[config.mk]
export PLATFORM = sky130hd
export DESIGN_NAME = event_blinker
export DESIGN_NICKNAME = d
export VERILOG_FILES = /design/src/rtl/event_blinker.sv
export SDC_FILE = /design/constraint.sdc
export NUM_CORES = 1
export LEC_CHECK = 0
export BUFFER_PORTS_ARGS = -buffer_cell sky130_fd_sc_hd__clkbuf_2
export CORE_AREA = 2 2 39 41
export CTS_BUF_LIST = sky130_fd_sc_hd__clkbuf_2
export CTS_CLUSTER_DIAMETER = 120
export DETAILED_ROUTE_END_ITERATION = 8
export DIE_AREA = 0 0 41 43
export SLEW_MARGIN = 20
export SYNTH_ARGS = -nofsm -noshare
export SYNTH_HDL_FRONTEND = slang
export SYNTH_SLANG_ARGS = --single-unit
[constraint.sdc]
create_clock -name clk -period 3.7 [get_ports clk]
set_input_delay 0.74 -clock clk [delete_from_list [all_inputs] [get_ports clk]]
set_output_delay 0.74 -clock clk [all_outputs]
set_load 0.02 [all_outputs]
[src/rtl/event_blinker.sv]
// event_blinker
//   Turns single-cycle event strobes into visible LED blinks. Each accepted
//   event produces one blink of ON_CYCLES lit cycles followed by at least
//   OFF_CYCLES dark cycles. Events that arrive while a blink is running are
//   remembered and replayed back to back, so blinks never merge or shorten.
//
// Build option:
//   EVENT_BLINKER_QUEUE_EN  defined   -> saturating pending counter
//                                        (0..PENDING_MAX). Events that arrive
//                                        while it is full are dropped, and
//                                        overflow pulses for one cycle.
//   EVENT_BLINKER_QUEUE_EN  undefined -> 1-bit pending flag. Extra events
//                                        merge silently, and overflow is 0.
//
// Ports:
//   clk        in   rising-edge clock
//   reset      in   synchronous, active-high reset
//   event_in   in   synchronous event strobe (one event per high cycle)
//   led_out    out  registered LED drive, high = lit
//   busy       out  registered, high whenever the FSM is not idle
//   overflow   out  registered one-cycle strobe: an event was dropped
//   state_dbg  out  current FSM state (0 idle, 1 on, 2 gap)
module event_blinker #(
  parameter int ON_CYCLES   = 4,
  parameter int OFF_CYCLES  = 2,
  parameter int PENDING_MAX = 3
) (
  input  logic       clk,
  input  logic       reset,
  input  logic       event_in,
  output logic       led_out,
  output logic       busy,
  output logic       overflow,
  output logic [1:0] state_dbg
);

  // The dwell counter counts down from (phase length - 1) to 0, so it only
  // ever has to hold values below the longer of the two phases.
  localparam int DWELL_MAX = (ON_CYCLES > OFF_CYCLES) ? ON_CYCLES : OFF_CYCLES;
  localparam int CNT_W     = (DWELL_MAX > 1) ? $clog2(DWELL_MAX) : 1;
  localparam logic [CNT_W-1:0] ON_LOAD  = CNT_W'(ON_CYCLES - 1);
  localparam logic [CNT_W-1:0] OFF_LOAD = CNT_W'(OFF_CYCLES - 1);

  typedef enum logic [1:0] {
    ST_IDLE = 2'd0,
    ST_ON   = 2'd1,
    ST_GAP  = 2'd2
  } state_t;

  state_t           state = ST_IDLE;
  state_t           state_next;
  logic [CNT_W-1:0] dwell = '0;
  logic [CNT_W-1:0] dwell_next;
  logic             pend_inc;
  logic             pend_dec;
  logic             pend_nonzero;
  logic             drop;

  assign state_dbg = state;

  // ------------------------------------------------------------------
  // Pending-event store
  // ------------------------------------------------------------------
`ifdef EVENT_BLINKER_QUEUE_EN
  localparam int PEND_W = $clog2(PENDING_MAX + 1);

  logic [PEND_W-1:0] pending = '0;

  assign pend_nonzero = (pending != '0);
  // When a replay is consumed in the same cycle, a slot frees up, so an
  // event arriving then is kept even if the counter currently reads full.
  assign drop = pend_inc && !pend_dec && (pending == PEND_W'(PENDING_MAX));

  always_ff @(posedge clk) begin
    if (reset) begin
      pending <= '0;
    end else if (pend_inc && !pend_dec && !drop) begin
      pending <= pending + PEND_W'(1);
    end else if (pend_dec && !pend_inc) begin
      pending <= pending - PEND_W'(1);
    end
  end
`else
  logic pending = 1'b0;
  logic unused_pending_max;

  assign unused_pending_max = (PENDING_MAX > 0);
  assign pend_nonzero = pending;
  assign drop         = 1'b0;

  // A set flag absorbs further events; inc and dec together keep it set.
  always_ff @(posedge clk) begin
    if (reset) begin
      pending <= 1'b0;
    end else if (pend_inc && !pend_dec) begin
      pending <= 1'b1;
    end else if (pend_dec && !pend_inc) begin
      pending <= 1'b0;
    end
  end
`endif

  // ------------------------------------------------------------------
  // FSM
  // ------------------------------------------------------------------
  always_ff @(posedge clk) begin
    if (reset) begin
      state <= ST_IDLE;
      dwell <= '0;
    end else begin
      state <= state_next;
      dwell <= dwell_next;
    end
  end

  always_comb begin
    state_next = state;
    dwell_next = dwell;
    pend_inc   = 1'b0;
    pend_dec   = 1'b0;
    case (state)
      ST_IDLE: begin
        if (event_in) begin
          state_next = ST_ON;
          dwell_next = ON_LOAD;
        end
      end
      ST_ON: begin
        pend_inc = event_in;
        if (dwell == '0) begin
          state_next = ST_GAP;
          dwell_next = OFF_LOAD;
        end else begin
          dwell_next = dwell - CNT_W'(1);
        end
      end
      ST_GAP: begin
        pend_inc = event_in;
        if (dwell == '0) begin
          if (pend_nonzero) begin
            state_next = ST_ON;
            dwell_next = ON_LOAD;
            pend_dec   = 1'b1;
          end else if (event_in) begin
            // An event in the last gap cycle starts the next blink directly
            // instead of passing through the pending store.
            state_next = ST_ON;
            dwell_next = ON_LOAD;
            pend_inc   = 1'b0;
          end else begin
            state_next = ST_IDLE;
          end
        end else begin
          dwell_next = dwell - CNT_W'(1);
        end
      end
      default: begin
        state_next = ST_IDLE;
        dwell_next = '0;
      end
    endcase
  end

  // Outputs are registered from the next state so they line up with the
  // state register.
  logic led_q      = 1'b0;
  logic busy_q     = 1'b0;
  logic overflow_q = 1'b0;

  always_ff @(posedge clk) begin
    if (reset) begin
      led_q      <= 1'b0;
      busy_q     <= 1'b0;
      overflow_q <= 1'b0;
    end else begin
      led_q      <= (state_next == ST_ON);
      busy_q     <= (state_next != ST_IDLE);
      overflow_q <= drop;
    end
  end

  assign led_out  = led_q;
  assign busy     = busy_q;
  assign overflow = overflow_q;

endmodule

==> run summary <==
# Post-CTS Setup Buffers - 0
period utilization - 45.2%
Cell Count, Final, Fillers Out - 75
Std-Cell Rows - 14
Placer Congestion - 0.688
number of flops mapped to enable cells by yosys - 0
Hold Violations, Final - 0
cell chosen for the clock root - sky130_fd_sc_hd__clkbuf_2
worst reg2reg startpoint - state_dbg[0]$_SDFF_PP0_
via count - 350
data required time of the critical path - 3.83 ns
global-route wire length before repair - 1200 um
total nets after synthesis - 60
Slowest Stage Delay on Critical Path - 0.45 ns
Avg Synthesized Cell Area - 8.32 um2
fraction of the yosys area taken by sequential cells - 33.0%
crit path launch type - flip-flop
cell area after layout - 483 um2
power per cell area - 539 nW/um2
r2r endpoint - pend_nonzero$_SDFFE_PP0P_
synthesis warning total - 0
Die Area - 1760 um2
number of endpoints failing setup at the final stage - 0
HP Class - flip-flop to flip-flop
number of max-cap violations - 0
Layout fillers - 156
RSZ-0062 raised after global routing - no
post-DR vias/cell - 4.67
post-synthesis to final-layout area growth - 13.9%
Min-Delay Path Depth - 2
area of the placeable core - 1380 um2
clk slew on worst S/H paths - 0.08 ns
placed cell areas - 463 um2
Die X - 41 um
vias in the first global route - 307
share of async-settable or async-resettable flops after synthesis - 0%
router iterations before antenna repair - 4
clock buffers created by TritonCTS - 3
buffers from clock root to sink, at most - 2
CP Data Arrival Time - 1.80 ns
Max Fclk - 598 MHz
routed wire length per instance - 9.72 um
result of the run - finished clean
number of instances in the placed design - 71
maximum number of pins on one net before global-route repair - 8
share of post-route cells with drive strength above 1 - 27.1%
endpoint with the worst hold slack - pend_nonzero$_SDFFE_PP0P_
total overflow reported by the global router - 0
count of pins on the block boundary - 8
Synth Flop Type - sky130_fd_sc_hd__dfxtp_1
cell-by-cell trace of the critical path - inv_1 > ha_1 > a21oi_1 > nor2_1 > ha_1 > mux2i_1 > nor2_1
GRT Overall Usage - 10.6%
HP Start - pend_nonzero$_SDFFE_PP0P_
register bit count reported by yosys - 7
worst supply voltage drop on vdd - 0.000151 V
Critical Path End Type - flip-flop
path depth of the worst reg2reg path - 7
number of nets still failing antenna checks after routing - 0
largest fanout on the critical path - 7
crit path setup slack, layout - 2.03 ns
distinct cell type count of the synthesized netlist - 21
slowest stage cell on the critical path - sky130_fd_sc_hd__dfxtp_1
quantity of hold-fixing buffers added after cts - 0
cell family with the largest share of critical-path delay - adder cells
total of buffers placed on input and output ports - 6
antenna violations before repair - 0
critical path buffer and inverter count - 1
minimum setup slack among reg-to-reg paths - 2.03 ns
number of clock sinks seen by CTS - 7
final HPWL from detailed placement - 571 um
CTS H-Tree Depth - 1
Remaining DRCs - 0
Antenna diodes - 0
final critical path time including I/O delays and setup - 1.67 ns
initial standard-cell utilization of the core - 30.7%
routed wire length - 729 um
final net count - 69
cells resized by post-CTS repair - 0
violation count after the first detailed-routing iteration - 10
number of max-slew violations in the final report - 0
clock tree from TritonCTS - done
static leakage - 0.226 nW
summed negative setup slack over all endpoints - 0 ns
Mapped Area - 424 um2
die height - 43 um
DP Worst Slack - 2.05 ns
post-synthesis instance total - 51
critical setup path kind - flip-flop to flip-flop
post-route clock skew - 0.00702 ns
latest clock arrival within the worst-skew pair - 0.23 ns
layout make-up:
| cell class | count | area (um2) | share of cell area, % |
|---|---|---|---|
| repair buffers | 6 | 30.0 | 6.22 |
| well taps | 16 | 20.0 | 4.15 |
| flip-flops and latches | 7 | 140 | 29.0 |
| inverters | 3 | 11.3 | 2.33 |
| multi-input cells | 39 | 262 | 54.1 |
| clock buffers | 3 | 15.0 | 3.11 |
| clock inverters | 1 | 5.00 | 1.04 |
metal layers:
metal	up-vias	track usage (%)	share of wire, %
met3	0	7.85	6.2
met4	0	4.00	0
met1	154	12.6	44
met2	8	14.1	50
li1	188	-	-
met5	-	0	0
power by group:
part | leakage (nW) | switching [mW] | total (mW) | internal (mW)
Combinational | 0.152 | 0.0590 | 0.102 | 0.0427
Sequential | 0.0578 | 0.0141 | 0.105 | 0.0906
Clock | 0.0164 | 0.0292 | 0.0537 | 0.0245
Total | 0.226 | 0.102 | 0.260 | 0.158
how the worst max path moves through the flow:
| stage | start | endpoint | slack, ns | depth (start not counted) |
|---|---|---|---|---|
| floorplan | state_dbg[0]$_SDFF_PP0_ | pend_nonzero$_SDFFE_PP0P_ | 2.05 | 7 |
| global placement | state_dbg[0]$_SDFF_PP0_ | pend_nonzero$_SDFFE_PP0P_ | 2.06 | 7 |
| detailed placement | state_dbg[0]$_SDFF_PP0_ | pend_nonzero$_SDFFE_PP0P_ | 2.05 | 7 |
| CTS | state_dbg[0]$_SDFF_PP0_ | pend_nonzero$_SDFFE_PP0P_ | 2.01 | 7 |
| global route | state_dbg[0]$_SDFF_PP0_ | pend_nonzero$_SDFFE_PP0P_ | 1.86 | 7 |
| finish | state_dbg[0]$_SDFF_PP0_ | pend_nonzero$_SDFFE_PP0P_ | 2.03 | 7 |
per-stage QoR:
step / util [%] / power, mW / hold slack [ns]
CTS: 34.9 / 0.264 / 0.578
floorplan: - / 0.182 / 0.526
detailed placement: 33.5 / 0.208 / 0.568
global placement: 33.5 / 0.209 / 0.557
finish: 34.9 / 0.260 / 0.578
global route: 34.9 / 0.281 / 0.611
cells in the final DEF (no fill, tap or decap), types with 2 or more instances in the layout:
cell,synthesis,final
sky130_fd_sc_hd__clkbuf_2,0,9
sky130_fd_sc_hd__nor2_1,8,8
sky130_fd_sc_hd__dfxtp_1,7,7
sky130_fd_sc_hd__o21ai_0,6,6
sky130_fd_sc_hd__ha_1,6,6
sky130_fd_sc_hd__a21oi_1,5,5
sky130_fd_sc_hd__inv_1,3,3
sky130_fd_sc_hd__nand2_1,2,2
worst min-delay path, cell delays in order, from the launching register on:
cell                      delay (ns)
sky130_fd_sc_hd__dfxtp_1        0.35
sky130_fd_sc_hd__mux2i_1        0.14
sky130_fd_sc_hd__nor2_1         0.05
logic make-up after synthesis:
group                      Yosys count  synth area share (%)
adders and majority gates            6                  17.7
muxes                                1                  2.36
other                                1                 0.884
and+or+nand+nor                     16                  19.5
buffers and inverters                5                  5.31
AOI/OAI and AO/OA                   15                  21.2
DFF                                  7                  33.0
registers in the layout (all words and copies together) (netlist names):
name / flops
busy: 1
dwell: 2
led_out: 1
pend_nonzero: 1
state_dbg: 2
synthesized netlist by cell type (all sizes together) (2+ instances only):
library cell / number / area, um2
or2: 2 / 12.5
o21ai: 6 / 30.0
a21oi: 5 / 25.0
inv: 3 / 11.3
dfxtp: 7 / 140
nand2: 2 / 7.51
nor2: 8 / 30.0
ha: 6 / 75.1
Note: power is estimated with default switching activity, not from simulation.
